$ cat src/rtl/mem_arbiter.sv
// Two-port arbiter in front of a single-port synchronous data RAM (CPU = port 0, debug = port 1).
// Define MEM_ARB_RR_EN for round-robin tie-breaking; otherwise the CPU always wins a tie.
module mem_arbiter #(
    parameter int AW = 10,
    parameter int DW = 16
) (
    input  logic          clk,
    input  logic          reset,
    input  logic          cpu_req,
    input  logic          cpu_we,
    input  logic [AW-1:0] cpu_addr,
    input  logic [DW-1:0] cpu_wdata,
    output logic          cpu_ack,
    output logic [DW-1:0] cpu_rdata,
    output logic          cpu_stall,
    input  logic          dbg_req,
    input  logic          dbg_we,
    input  logic [AW-1:0] dbg_addr,
    input  logic [DW-1:0] dbg_wdata,
    output logic          dbg_ack,
    output logic [DW-1:0] dbg_rdata,
    output logic          mem_en,
    output logic          mem_we,
    output logic [AW-1:0] mem_addr,
    output logic [DW-1:0] mem_wdata,
    input  logic [DW-1:0] mem_rdata,
    output logic          busy
);

    typedef enum logic [1:0] {
        IDLE  = 2'd0,
        ISSUE = 2'd1,
        RESP  = 2'd2
    } state_t;

    state_t        state_q, state_d;
    logic [AW-1:0] addr_q, addr_d;
    logic          we_q, we_d;
    logic [DW-1:0] wdata_q, wdata_d;
    logic          owner_q, owner_d;
    logic [DW-1:0] cpu_rdata_q, cpu_rdata_d;
    logic [DW-1:0] dbg_rdata_q, dbg_rdata_d;
    logic          grant_dbg;

`ifdef MEM_ARB_RR_EN
    logic last_grant_q, last_grant_d;

    // On a tie the port that did not win the previous grant goes next.
    assign grant_dbg = dbg_req & (~cpu_req | ~last_grant_q);

    always_ff @(posedge clk or posedge reset) begin
        if (reset) begin
            last_grant_q <= 1'b1;
        end else begin
            last_grant_q <= last_grant_d;
        end
    end

    always_comb begin
        last_grant_d = last_grant_q;
        if (state_q == IDLE && (cpu_req || dbg_req)) begin
            last_grant_d = grant_dbg;
        end
    end
`else
    assign grant_dbg = dbg_req & ~cpu_req;
`endif

    always_comb begin
        state_d     = state_q;
        addr_d      = addr_q;
        we_d        = we_q;
        wdata_d     = wdata_q;
        owner_d     = owner_q;
        cpu_rdata_d = cpu_rdata_q;
        dbg_rdata_d = dbg_rdata_q;
        case (state_q)
            IDLE: begin
                if (cpu_req || dbg_req) begin
                    owner_d = grant_dbg;
                    addr_d  = grant_dbg ? dbg_addr  : cpu_addr;
                    we_d    = grant_dbg ? dbg_we    : cpu_we;
                    wdata_d = grant_dbg ? dbg_wdata : cpu_wdata;
                    state_d = ISSUE;
                end
            end
            ISSUE: begin
                state_d = RESP;
            end
            RESP: begin
                // RAM output is valid this cycle; only the owner's read register moves.
                if (!we_q) begin
                    if (owner_q) begin
                        dbg_rdata_d = mem_rdata;
                    end else begin
                        cpu_rdata_d = mem_rdata;
                    end
                end
                state_d = IDLE;
            end
            default: begin
                state_d = IDLE;
            end
        endcase
    end

    always_ff @(posedge clk or posedge reset) begin
        if (reset) begin
            state_q     <= IDLE;
            addr_q      <= '0;
            we_q        <= 1'b0;
            wdata_q     <= '0;
            owner_q     <= 1'b0;
            cpu_rdata_q <= '0;
            dbg_rdata_q <= '0;
        end else begin
            state_q     <= state_d;
            addr_q      <= addr_d;
            we_q        <= we_d;
            wdata_q     <= wdata_d;
            owner_q     <= owner_d;
            cpu_rdata_q <= cpu_rdata_d;
            dbg_rdata_q <= dbg_rdata_d;
        end
    end

    // Outputs decode the state register, so an asynchronous reset clears them at once.
    assign mem_en    = (state_q == ISSUE);
    assign mem_we    = we_q;
    assign mem_addr  = addr_q;
    assign mem_wdata = wdata_q;
    assign busy      = (state_q != IDLE);
    assign cpu_ack   = (state_q == RESP) & ~owner_q;
    assign dbg_ack   = (state_q == RESP) &  owner_q;
    // The read value is forwarded during the ack cycle and held by the register afterwards.
    assign cpu_rdata = cpu_rdata_d;
    assign dbg_rdata = dbg_rdata_d;
    assign cpu_stall = cpu_req & ~cpu_ack;

endmodule

$ cat config.mk
export PLATFORM = sky130hd
export DESIGN_NAME = mem_arbiter
export DESIGN_NICKNAME = d
export VERILOG_FILES = /design/src/rtl/mem_arbiter.sv
export SDC_FILE = /design/constraint.sdc
export NUM_CORES = 1
export LEC_CHECK = 0
export ABC_AREA = 1
export BUFFER_PORTS_ARGS = -buffer_cell sky130_fd_sc_hd__buf_2
export CORE_MARGIN = 4
export CORE_UTILIZATION = 35
export CTS_CLUSTER_SIZE = 20
export DETAILED_ROUTE_END_ITERATION = 12
export PLACE_DENSITY = 0.74
export SYNTH_ARGS = -nofsm -noshare
export SYNTH_HDL_FRONTEND = slang
export SYNTH_SLANG_ARGS = --single-unit
$ cat constraint.sdc
create_clock -name clk -period 2.3 [get_ports clk]
set_clock_uncertainty 0.2 [all_clocks]
set_input_delay 0.115 -clock clk [delete_from_list [all_inputs] [get_ports clk]]
set_output_delay 0.115 -clock clk [all_outputs]
set_load 0.05 [all_outputs]
# Word level (Yosys, flattened, before mapping)
# Index checks and enable logic that the tools add are counted.
op_classes:
  bitwise: 7
  n_eq_ne: 3
  n_reduce_logical: 4
  n_mux: 11
op_table:
  columns: ["op", "count"]
  rows:
  - ["2-to-1 mux 16 bit", 7]
  - ["2-to-1 mux 10 bit", 1]
  - ["bitwise AND 1 bit", 4]
  - ["case mux 2 bit (2 select lines)", 1]
  - ["NOT 1 bit", 3]
  - ["== test 2 x 1 -> 1 bit, second input constant", 1]
  - ["== test 2 bit, second input constant", 1]
  - ["zero test 2 bit", 1]
  - ["2-to-1 mux 2 bit", 1]
  - ["!= test 2 bit, second input constant", 1]
  - ["AND reduction 2 bit", 1]
  - ["nonzero test 2 bit", 1]
  - ["logical OR 1 bit", 1]
  - ["2-to-1 mux 1 bit", 1]
word_totals:
  out_inout_bits: 64
  inputBits: 74
  word_cells: 32
  regBits: 62

# Depth between registers and ports, before layout
# Gate-level depths: netlist of run 1.
depth:
  word_depth: 4
  mapped_depth: 7
  mapped_depth_nobuf: 6

# Least setup slack after synthesis of run 1
# Ideal clock, no wire load.
synth_path:
  kind: "register -> register"
  start: "reg we_q, in the netlist mem_we"
  end: "reg cpu_rdata_q[0]"
  setup_ns: 0.166
  required_time_ns: 1.934
  stages_incl_launch_ff: 6
  path_slack_ns: 0.230
  arrival_ns: 1.704
  synth_period_minus_slack_ns: 2.070
  cell_sequence: "dfrtp_1 > clkinv_1 > nand3_2 > buf_2 > nand2_1 > nand2_1"
synth_via:
  elab_chain_cells: 2
synth_lines:
  columns: ["element", "line", "source"]
  rows:
  - ["from (decl)", "38", "logic we_q, we_d;"]
  - ["from (signal assigned)", "119", "we_q <= we_d;"]
  - ["2-to-1 mux 16 bit", "92", "if (!we_q) begin"]
  - ["2-to-1 mux 16 bit", "77", "case (state_q)"]
  - ["via cpu_rdata[0]", "14", "output logic [DW-1:0] cpu_rdata,"]
  - ["to (signal assigned)", "122", "cpu_rdata_q <= cpu_rdata_d;"]
  - ["to (decl)", "41", "logic [DW-1:0] cpu_rdata_q, cpu_rdata_d;"]
# The timed path passes the listed nets, and every way through them passes these cells.
# A chain may end at the register's enable or synchronous reset.

# Worst setup path in the final report of run 1
layout_path:
  start: "reg we_q, in the netlist mem_we"
  end: "out dbg_rdata[10]"
layout_via:
  elab_chain_cells: 2
layout_lines:
  columns: ["element", "line", "source"]
  rows:
  - ["2-to-1 mux 16 bit", "92", null]
  - ["2-to-1 mux 16 bit", "77", null]
  - ["to (decl)", "21", "output logic [DW-1:0] dbg_rdata,"]
# No other way between the ends.

==> impl_metrics.yaml, run 1 <==
critical_path:
  cp.required_ns: 1.99
  critPathLaunchType: "register"
  crit_fanout: 23
  worst_r2r_startpoint: "state_q[0]"
  arrival_ns: 1.79
  startpoint: "mem_we"
  critPathCaptureType: "output port"
  ff2ff_path_depth: 4
  rrSetupSlack_ns: 0.61
  crit_type: "register to output port"
  rr_endpoint: "owner_q"
  endpoint: "dbg_rdata[10]"
sta:
  drv_slew: 0
  hold_viol_final: 0
  max_freq_ghz: 0.475
  worst_slew_pin_slew_ns: 0.585
  setup_violations: 0
  fin_crit_ns: 2.10
  grt_setup_unrepaired: "false"
  finalCritPeriodShare: 0.915
  fin_hold_ws_ns: 0.134
  setup_tns_ns: 0
  slew_headroom: 0.609
cts:
  cts_max_level: 3
  cts_tree: "done"
  path_clk_slew_ns: 0.06
  clk-insertion-delay-late_ns: 0.33
  root_buffer: "clkbuf_8"
  numCtsBuffers: 9
  cts.sinks: 62
  clockBufferDepth: 2
yosys:
  synth.top_cell.area_share: 0.533
  syn_inst: 368
  yosysSeqAreaShare: 0.533
  yosysTopAreaCell: "dfrtp_1"
  synth-edff-count: 0
  ys_warn_count: 0
  synth_area_leaders: "dfrtp_1, nand2_1, nand4_1, nand3_1, buf_2"
  syn_nets: 442
  synth.most_common_cell: "nand2_1"
  syn_area_sq_mm: 0.00291
  avgSynthCellArea_sq_um: 7.91
  synth_ff_type: "dfrtp_1"
  synth_seq_cells: 62
  yosys-top-cells-count: "nand2_1, dfrtp_1, nand4_1"
  async_reset_ff_frac: 1.00
  yosysUniqueCellTypes: 19
floorplanning:
  ios: 138
  die_w_um: 99.2
  row_count: 32
  core_area_sq_mm: 0.00789
  dieArea_sq_mm: 0.00984
  initial_core_util: 0.369
  die_height_um: 99.2
cells_and_area:
  design_area_sq_mm: 0.00466
  final_nets: 651
  area.growth.synth_to_final_pct: 60.2
  drive_gt1_frac: 0.303
placed_design:
  gp_congestion: 0.837
  place_area_sq_mm: 0.00368
  port_buffers: 137
  hpwl_um: 6150
power:
  p_leak_nw: 2.61
  vdd_drop_max_mv: 0.688
  p_per_area_mw_per_mm2: 1570
  total_power_mw: 7.33
detailed_routing:
  drtPass1Iterations: 5
  vias_per_cell: 4.85
  wire_per_inst_um: 14.3
  drc: 0
  routed_wirelength_um: 9770
  ant_nets: 0
  drt-initial-drc-count: 134
  vias: 3318
grt:
  grt_pass1_wl_um: 15700
  grt_max_degree: 39
  grt_overflow: 0
  grt_pass1_vias: 3253
  antenna_found_initial: 0
  grt.total_usage: 0.197
outcome:
  status: "completed"
flow_run:
  maxCapViolCount: 0
worst_hold_path:
  worstHoldPathType: "input pin to register"
[report_power, final]
group	total [mW]	internal [mW]	switching, mW
sequential	1.89	1.62	0.274
clock	1.07	0.660	0.409
combinational	4.37	0.970	3.40
[cell usage in the layout, fill, tap and decap left out, types with 3 or more instances in the layout]
master	instances
nand2_1	199
buf_2	137
dlygate4sd3_1	73
dfrtp_1	61
nand4_1	32
nand3_1	28
clkbuf_8	11
buf_4	10
nor2_1	6
inv_1	3
inv_2	3
[how the worst min path moves through the flow]
| stage | from | endpoint | slack, ns | depth (start not counted) |
|---|---|---|---|---|
| finish | cpu_req | state_q[0] | 0.13 | 4 |
| global route | cpu_req | mem_addr[0] | 0.15 | 5 |
| CTS | cpu_req | state_q[0] | 0.12 | 4 |
| detailed placement | reset | mem_wdata[7] | 0.01 | 2 |
| global placement | reset | mem_wdata[7] | 0.01 | 2 |
| floorplan | cpu_addr[0] | mem_addr[0] | 0.11 | 4 |
[critical path, stage by stage, from the launching register on]
cell,delay [ns]
dfrtp_1,0.42
clkinvlp_4,0.23
buf_4,0.29
nand4_1,0.13
nand2_1,0.12
buf_2,0.28
[final cells by class]
class                           count  area (sq um)
Multi-Input combinational cell    275          1210
Fill cell                         662          3220
Inverter                            8          33.8
Clock buffer                       11           151
Tap cell                          102           128
Timing Repair Buffer              221          1510
Sequential cell                    62          1550
Clock inverter                      4          70.1
Antenna cell                        1          2.50
[per-stage QoR]
| step | setup WS, ns | std cells | utilization |
|---|---|---|---|
| floorplan | 0.230 | 368 | - |
| global placement | 0.431 | 594 | 0.466 |
| detailed placement | 0.369 | 594 | 0.466 |
| CTS | 0.0141 | 682 | 0.587 |
| global route | 0.0458 | 683 | 0.591 |
| finish | 0.196 | 684 | 0.591 |
[logic make-up after synthesis]
family | after synthesis | share of synthesized area
and+or+nand+nor | 271 | 0.402
DFF | 62 | 0.533
buffers and inverters | 32 | 0.0589
AOI/OAI and AO/OA | 3 | 0.00645
[layer usage]
metal / part of all wire / track usage
met5: 0 / 0
met4: 0.030 / 0.0746
met3: 0.082 / 0.0519
met2: 0.49 / 0.341
met1: 0.40 / 0.235
[sequential cells by signal (all words and copies together), names as in the netlist]
name / count
cpu_rdata_q: 16
dbg_rdata_q: 16
mem_addr: 10
mem_wdata: 16
mem_we: 1
owner_q: 1
state_q: 2
[repair_timing]
item,in CTS,in global routing
resized for setup,0,4
hold endpoints to repair,84,0
endpoints found under the setup margin,0,32
hold buffers,73,0
buffers inserted,0,0
No activity file was read; power rests on OpenSTA's default activity.
==> inputs of run 2 (changes only) <==
--- a/config.mk
+++ b/config.mk
@@ -5,8 +5,9 @@
 export SDC_FILE = /design/constraint.sdc
 export NUM_CORES = 1
 export LEC_CHECK = 0
-export ABC_AREA = 1
+export ABC_AREA = 0
 export BUFFER_PORTS_ARGS = -buffer_cell sky130_fd_sc_hd__buf_2
+export CORE_ASPECT_RATIO = 0.5
 export CORE_MARGIN = 4
 export CORE_UTILIZATION = 35
 export CTS_CLUSTER_SIZE = 20
==> run 2 against run 1 <==
  * Sequential cell count unchanged
  * Synthesized cell count down 53%
  * Die area up 0.86%
  * Core utilization up 0.36 points
  * Register-to-register slack worse by 0.15 ns
  * Largest power group unchanged
  * Highest routed layer unchanged
==> impl_metrics.yaml, run 2 <==
critical_path:
  cp_top_family: "simple AND/OR/NAND/NOR gates"
  critPathCaptureType: "output port"
  arrival_ns: 1.96
  worst-path-buf-inv: 2
  crit_fanout: 16
  cp.required_ns: 1.99
  critPathLaunchType: "register"
  crit_chain: "nor3b_4 -> and2b_1 -> buf_12 -> mux2_2 -> buf_4"
  cpPeakStageDelay_ns: 0.44
  crit_slowest_cell: "dfrtp_2"
  crit_type: "register to output port"
placed_design:
  hpwl_um: 5410
  dp_slack_ns: 0.344
  place_inst: 417
  gp_congestion: 0.709
  port_buffers: 137
yosys:
  synth-edff-count: 0
  synth_compound_area_frac: 0.00602
  synth_simple_gate_area_frac: 0.0271
  syn_area_sq_mm: 0.00291
  synthAdderAreaFrac: 0
  yosysSeqAreaShare: 0.533
  synth_xor_area_frac: 0
  synth_area_leaders: "dfrtp_1, mux2_4, mux2_2, mux2_1, buf_6"
  yosysUniqueCellTypes: 16
  yosysTopAreaCell: "dfrtp_1"
  syn_inst: 172
  synth_seq_cells: 62
  syn_nets: 246
  ys_warn_count: 0
  synth.most_common_cell: "dfrtp_1"
  avgSynthCellArea_sq_um: 16.9
  synth_top_family_by_area: "multiplexers"
  yosys-top-cells-count: "dfrtp_1, mux2_4, mux2_2"
  muxShareOfSynthArea: 0.395
  synth_ff_type: "dfrtp_1"
  async_reset_ff_frac: 1.00
  synth.top_cell.area_share: 0.533
cts:
  root_buffer: "clkbuf_16"
  cts_max_level: 3
  path_clk_slew_ns: 0.05
  post_cts_buffers: 0
  cts_tree: "done"
  cts.sinks: 62
  numCtsBuffers: 9
  clockBufferDepth: 2
  clk-insertion-delay-late_ns: 0.32
sta:
  hold_viol_final: 0
  drv_slew: 0
  fin_crit_ns: 2.28
  slew_headroom: 0.658
  finalCritPeriodShare: 0.990
  grt_setup_unrepaired: "true"
  worst_slew_pin_slew_ns: 0.512
  setup_ws_ns: 0.0237
  max_freq_ghz: 0.439
  setup_violations: 0
  setup_tns_ns: 0
grt:
  grt_pass1_vias: 2690
  grt_use_met1: 0.175
  antenna_found_initial: 0
  grt_overflow: 0
  top_usage_layer: "met2"
  grt_pass1_wl_um: 13600
  grt_max_degree: 28
  grt.total_usage: 0.181
  grt_use_met3: 0.0409
  grtUsageMet2: 0.362
floorplanning:
  ios: 138
  dieArea_sq_mm: 0.00992
  row_count: 23
  initial_core_util: 0.362
  die_w_um: 137
  die_height_um: 72.5
  core_area_sq_mm: 0.00803
cells_and_area:
  final_nets: 463
  final_cell_count_no_fill: 505
  antennaDiodeCount: 0
  final_cell_mix: "buf_2, dlygate4sd3_1, dfrtp_1"
  area.growth.synth_to_final_pct: 64.2
  final_common_cell: "buf_2"
  drive_gt1_frac: 0.626
  nFillCells: 593
flow_run:
  maxCapViolCount: 0
detailed_routing:
  wire_per_inst_um: 17.2
  drc: 0
  vias_per_cell: 4.53
  routed_wirelength_um: 8710
  vias: 2290
  drtPass1Iterations: 5
  ant_nets: 0
  drt-initial-drc-count: 44
power:
  p_per_area_mw_per_mm2: 1630
  p_leak_nw: 2.38
  vdd_drop_max_mv: 0.598
outcome:
  status: "completed"
worst_hold_path:
  worstHoldPathType: "input pin to register"
[run 2: cell count changes after synthesis, moves of 14 or more]
cell	previous run	this run
nand2_1	199	0
mux2_4	0	48
nand4_1	32	0
nand3_1	28	0
mux2_2	0	22
mux2_1	0	16
buf_2	14	0
[run 2: path summary, 6_finish.rpt]
path	depth (start not counted)	slack [ns]	end	from
hold reg to reg	1	0.28	dbg_rdata_q[1]	dbg_rdata_q[1]
setup / recovery	5	0.02	cpu_rdata[2]	state_q[0]
max in group asynchronous	4	1.01	state_q[0]	reset
min in group asynchronous	3	0.19	cpu_rdata_q[3]	reset
hold / removal	3	0.18	state_q[0]	dbg_req
setup reg to reg	4	0.46	mem_wdata[4]	state_q[0]
[run 2: logic make-up after synthesis]
kind of cell | after synthesis
AOI/OAI and AO/OA | 3
DFF | 62
and+or+nand+nor | 9
buffers and inverters | 12
muxes | 86
[run 2: what timing repair did]
| action | CTS | global route |
|---|---|---|
| gates resized for setup | 2 | 42 |
| hold endpoints to repair | 83 | 0 |
| pin swaps | 0 | 1 |
| hold buffers | 73 | 0 |
| setup endpoints to repair | 6 | 25 |
[run 2: through the flow]
stage | total power, mW | utilization | hold slack, ns | cell area (sq um)
finish | 7.78 | 0.595 | 0.175 | 4780
global placement | 6.10 | 0.460 | -0.0337 | 3690
CTS | 7.67 | 0.588 | 0.154 | 4720
detailed placement | 6.20 | 0.460 | -0.0164 | 3690
floorplan | 5.32 | - | 0.000727 | 2920
global route | 8.11 | 0.595 | 0.189 | 4780
[run 2: worst min-delay path: stages]
cell	delay (ns)
buf_2	0.13
o21a_1	0.18
buf_4	0.20
[run 2: area by class of cell]
class / instances / area, sq um / share of cell area
clock buffers: 10 / 239 / 0.0500
multi-input cells: 98 / 1250 / 0.262
flip-flops and latches: 62 / 1550 / 0.325
repair buffers: 216 / 1530 / 0.321
well taps: 112 / 140 / 0.0293
inverters: 2 / 7.51 / 0.00157
clock inverters: 5 / 50.0 / 0.0105
[run 2: power breakdown]
group,total (mW),switching [mW],internal (mW)
clock network,1.31,0.454,0.853
logic,4.55,3.03,1.52
registers,1.92,0.271,1.65
[run 2: routing by layer]
| layer | vias up | wire length [um] |
|---|---|---|
| li1 | 1037 | - |
| met2 | 67 | 5180 |
| met4 | 0 | 257 |
| met3 | 24 | 286 |
| met1 | 1162 | 2990 |
| met5 | - | 0 |
==> inputs of run 3 (changes only) <==
--- a/config.mk
+++ b/config.mk
@@ -12,7 +12,7 @@
 export CORE_UTILIZATION = 35
 export CTS_CLUSTER_SIZE = 20
 export DETAILED_ROUTE_END_ITERATION = 12
-export PLACE_DENSITY = 0.74
+export PLACE_DENSITY = 0.77
 export SYNTH_ARGS = -nofsm -noshare
 export SYNTH_HDL_FRONTEND = slang
 export SYNTH_SLANG_ARGS = --single-unit
==> constraint.sdc (replaced) <==
create_clock -name clk -period 2 [get_ports clk]
set_clock_uncertainty 0.2 [all_clocks]
set_input_delay 0.1 -clock clk [delete_from_list [all_inputs] [get_ports clk]]
set_output_delay 0.1 -clock clk [all_outputs]
set_load 0.05 [all_outputs]
==> run 3 against run 2 <==
  * First-iteration DRC count is 110% higher
  * Power is 32% higher
  * Critical endpoint is now dbg_rdata[12]
  * The flow now finishes with violations (negative setup slack)
  * Register-to-register slack worse by 0.39 ns
  * Worst setup slack worse by 0.25 ns
  * Largest cell class is now non-clock buffers
  * Cell area is 11% higher
==> impl_metrics.yaml, run 3 (synthesized netlist as in run 2, its figures left out) <==
outcome:
  status: "finished, violations left"
  violations: "negative setup slack"
critical_path:
  cp.required_ns: 1.70
  arrival_ns: 1.93
  crit_chain: "and3b_2 -> nor2b_4 -> clkbuf_16 -> mux2_4 -> buf_6"
  critPathLaunchType: "register"
  ff2ff_path_depth: 5
  crit_slowest_cell: "dfrtp_1"
  critPathCaptureType: "output port"
  crit_type: "register to output port"
  cpPeakStageDelay_ns: 0.43
  crit_fanout: 8
floorplanning:
  dieArea_sq_mm: 0.00992
  initial_core_util: 0.362
  die_height_um: 72.5
  die_w_um: 137
  row_count: 23
  core_area_sq_mm: 0.00803
  ios: 138
placed_design:
  place_inst: 418
  port_buffers: 137
  place_area_sq_mm: 0.00376
  hpwl_um: 5120
  gp_congestion: 0.708
  dp_slack_ns: 0.114
power:
  p_leak_nw: 2.62
  p_per_area_mw_per_mm2: 1940
  vdd_drop_max_mv: 0.726
  total_power_mw: 10.3
cells_and_area:
  design_area_sq_mm: 0.00529
  final_nets: 482
  area.growth.synth_to_final_pct: 81.8
  final_cell_count_no_fill: 526
  drive_gt1_frac: 0.656
  final_cell_mix: "buf_2, dlygate4sd3_1, mux2_4"
  final_common_cell: "buf_2"
  post-route-util: 0.659
detailed_routing:
  drt-initial-drc-count: 92
  wire_per_inst_um: 20.0
  routed_wirelength_um: 10500
  drtPass1Iterations: 5
  vias_per_cell: 4.60
  vias: 2419
  ant_nets: 0
  drc: 0
sta:
  worst_slew_pin_slew_ns: 0.424
  finalCritPeriodShare: 1.11
  drv_slew: 0
  setup_ws_ns: -0.229
  slew_headroom: 0.717
  setup_violations: 32
  fin_crit_ns: 2.23
  grt_setup_unrepaired: "true"
  setup_tns_ns: -5.88
  max_freq_ghz: 0.449
  hold_viol_final: 0
  fin_hold_ws_ns: 0.195
cts:
  clk-insertion-delay-late_ns: 0.31
  root_buffer: "clkbuf_16"
  cts.sinks: 62
  cts_max_level: 3
  cts_tree: "done"
  clockBufferDepth: 2
  path_clk_slew_ns: 0.05
  numCtsBuffers: 9
grt:
  grt_overflow: 0
  antenna_found_initial: 0
  grt_pass1_vias: 2814
  grt_max_degree: 33
  grt.total_usage: 0.210
  grt_pass1_wl_um: 15700
worst_hold_path:
  holdPathStages: 3
  worstHoldPathType: "input pin to register"
flow_run:
  maxCapViolCount: 0
run 3: final cells by class:
type / instances / area (sq um)
clock buffers: 10 / 239
clock inverters: 6 / 71.3
repair buffers: 235 / 1940
multi-input cells: 98 / 1340
well taps: 112 / 140
fillers: 511 / 2740
flip-flops and latches: 62 / 1550
diodes: 1 / 2.50
inverters: 2 / 7.51
run 3: repair_timing:
item | CTS | global route
pin swaps | 0 | 1
hold buffers | 73 | 0
gates cloned | 2 | 0
endpoints found under the hold margin | 122 | 0
resized for setup | 84 | 21
buffers inserted | 9 | 9
setup endpoints to repair | 32 | 60
run 3: worst max-delay path, delay by kind of cell, from the launching register on:
kind / cells / cell delay [ns]
mux: 1 / 0.32
flops: 1 / 0.43
buf+inv: 2 / 0.37
simple gates: 2 / 0.50
run 3: metal layers:
| layer | vias up | GRT usage | part of all wire |
|---|---|---|---|
| li1 | 1076 | - | - |
| met1 | 1219 | 0.230 | 0.36 |
| met2 | 92 | 0.390 | 0.56 |
| met3 | 32 | 0.0519 | 0.043 |
| met4 | 0 | 0.0863 | 0.036 |
| met5 | - | 0 | 0 |
run 3: report_power, final:
group / total, mW / internal, mW / switching (mW)
clock: 1.58 / 1.00 / 0.574
sequential: 2.26 / 1.90 / 0.365
combinational: 6.43 / 2.64 / 3.80
run 3: path summary, 6_finish.rpt:
| kind | startpoint | end | slack [ns] |
|---|---|---|---|
| setup / recovery | state_q[0] | dbg_rdata[12] | -0.23 |
| hold / removal | dbg_req | state_q[0] | 0.20 |
| setup reg to reg | state_q[0] | mem_wdata[5] | 0.07 |
| hold reg to reg | dbg_rdata_q[5] | dbg_rdata_q[5] | 0.30 |
| max in group asynchronous | reset | mem_wdata[9] | 1.04 |
| min in group asynchronous | reset | dbg_rdata_q[0] | 0.25 |
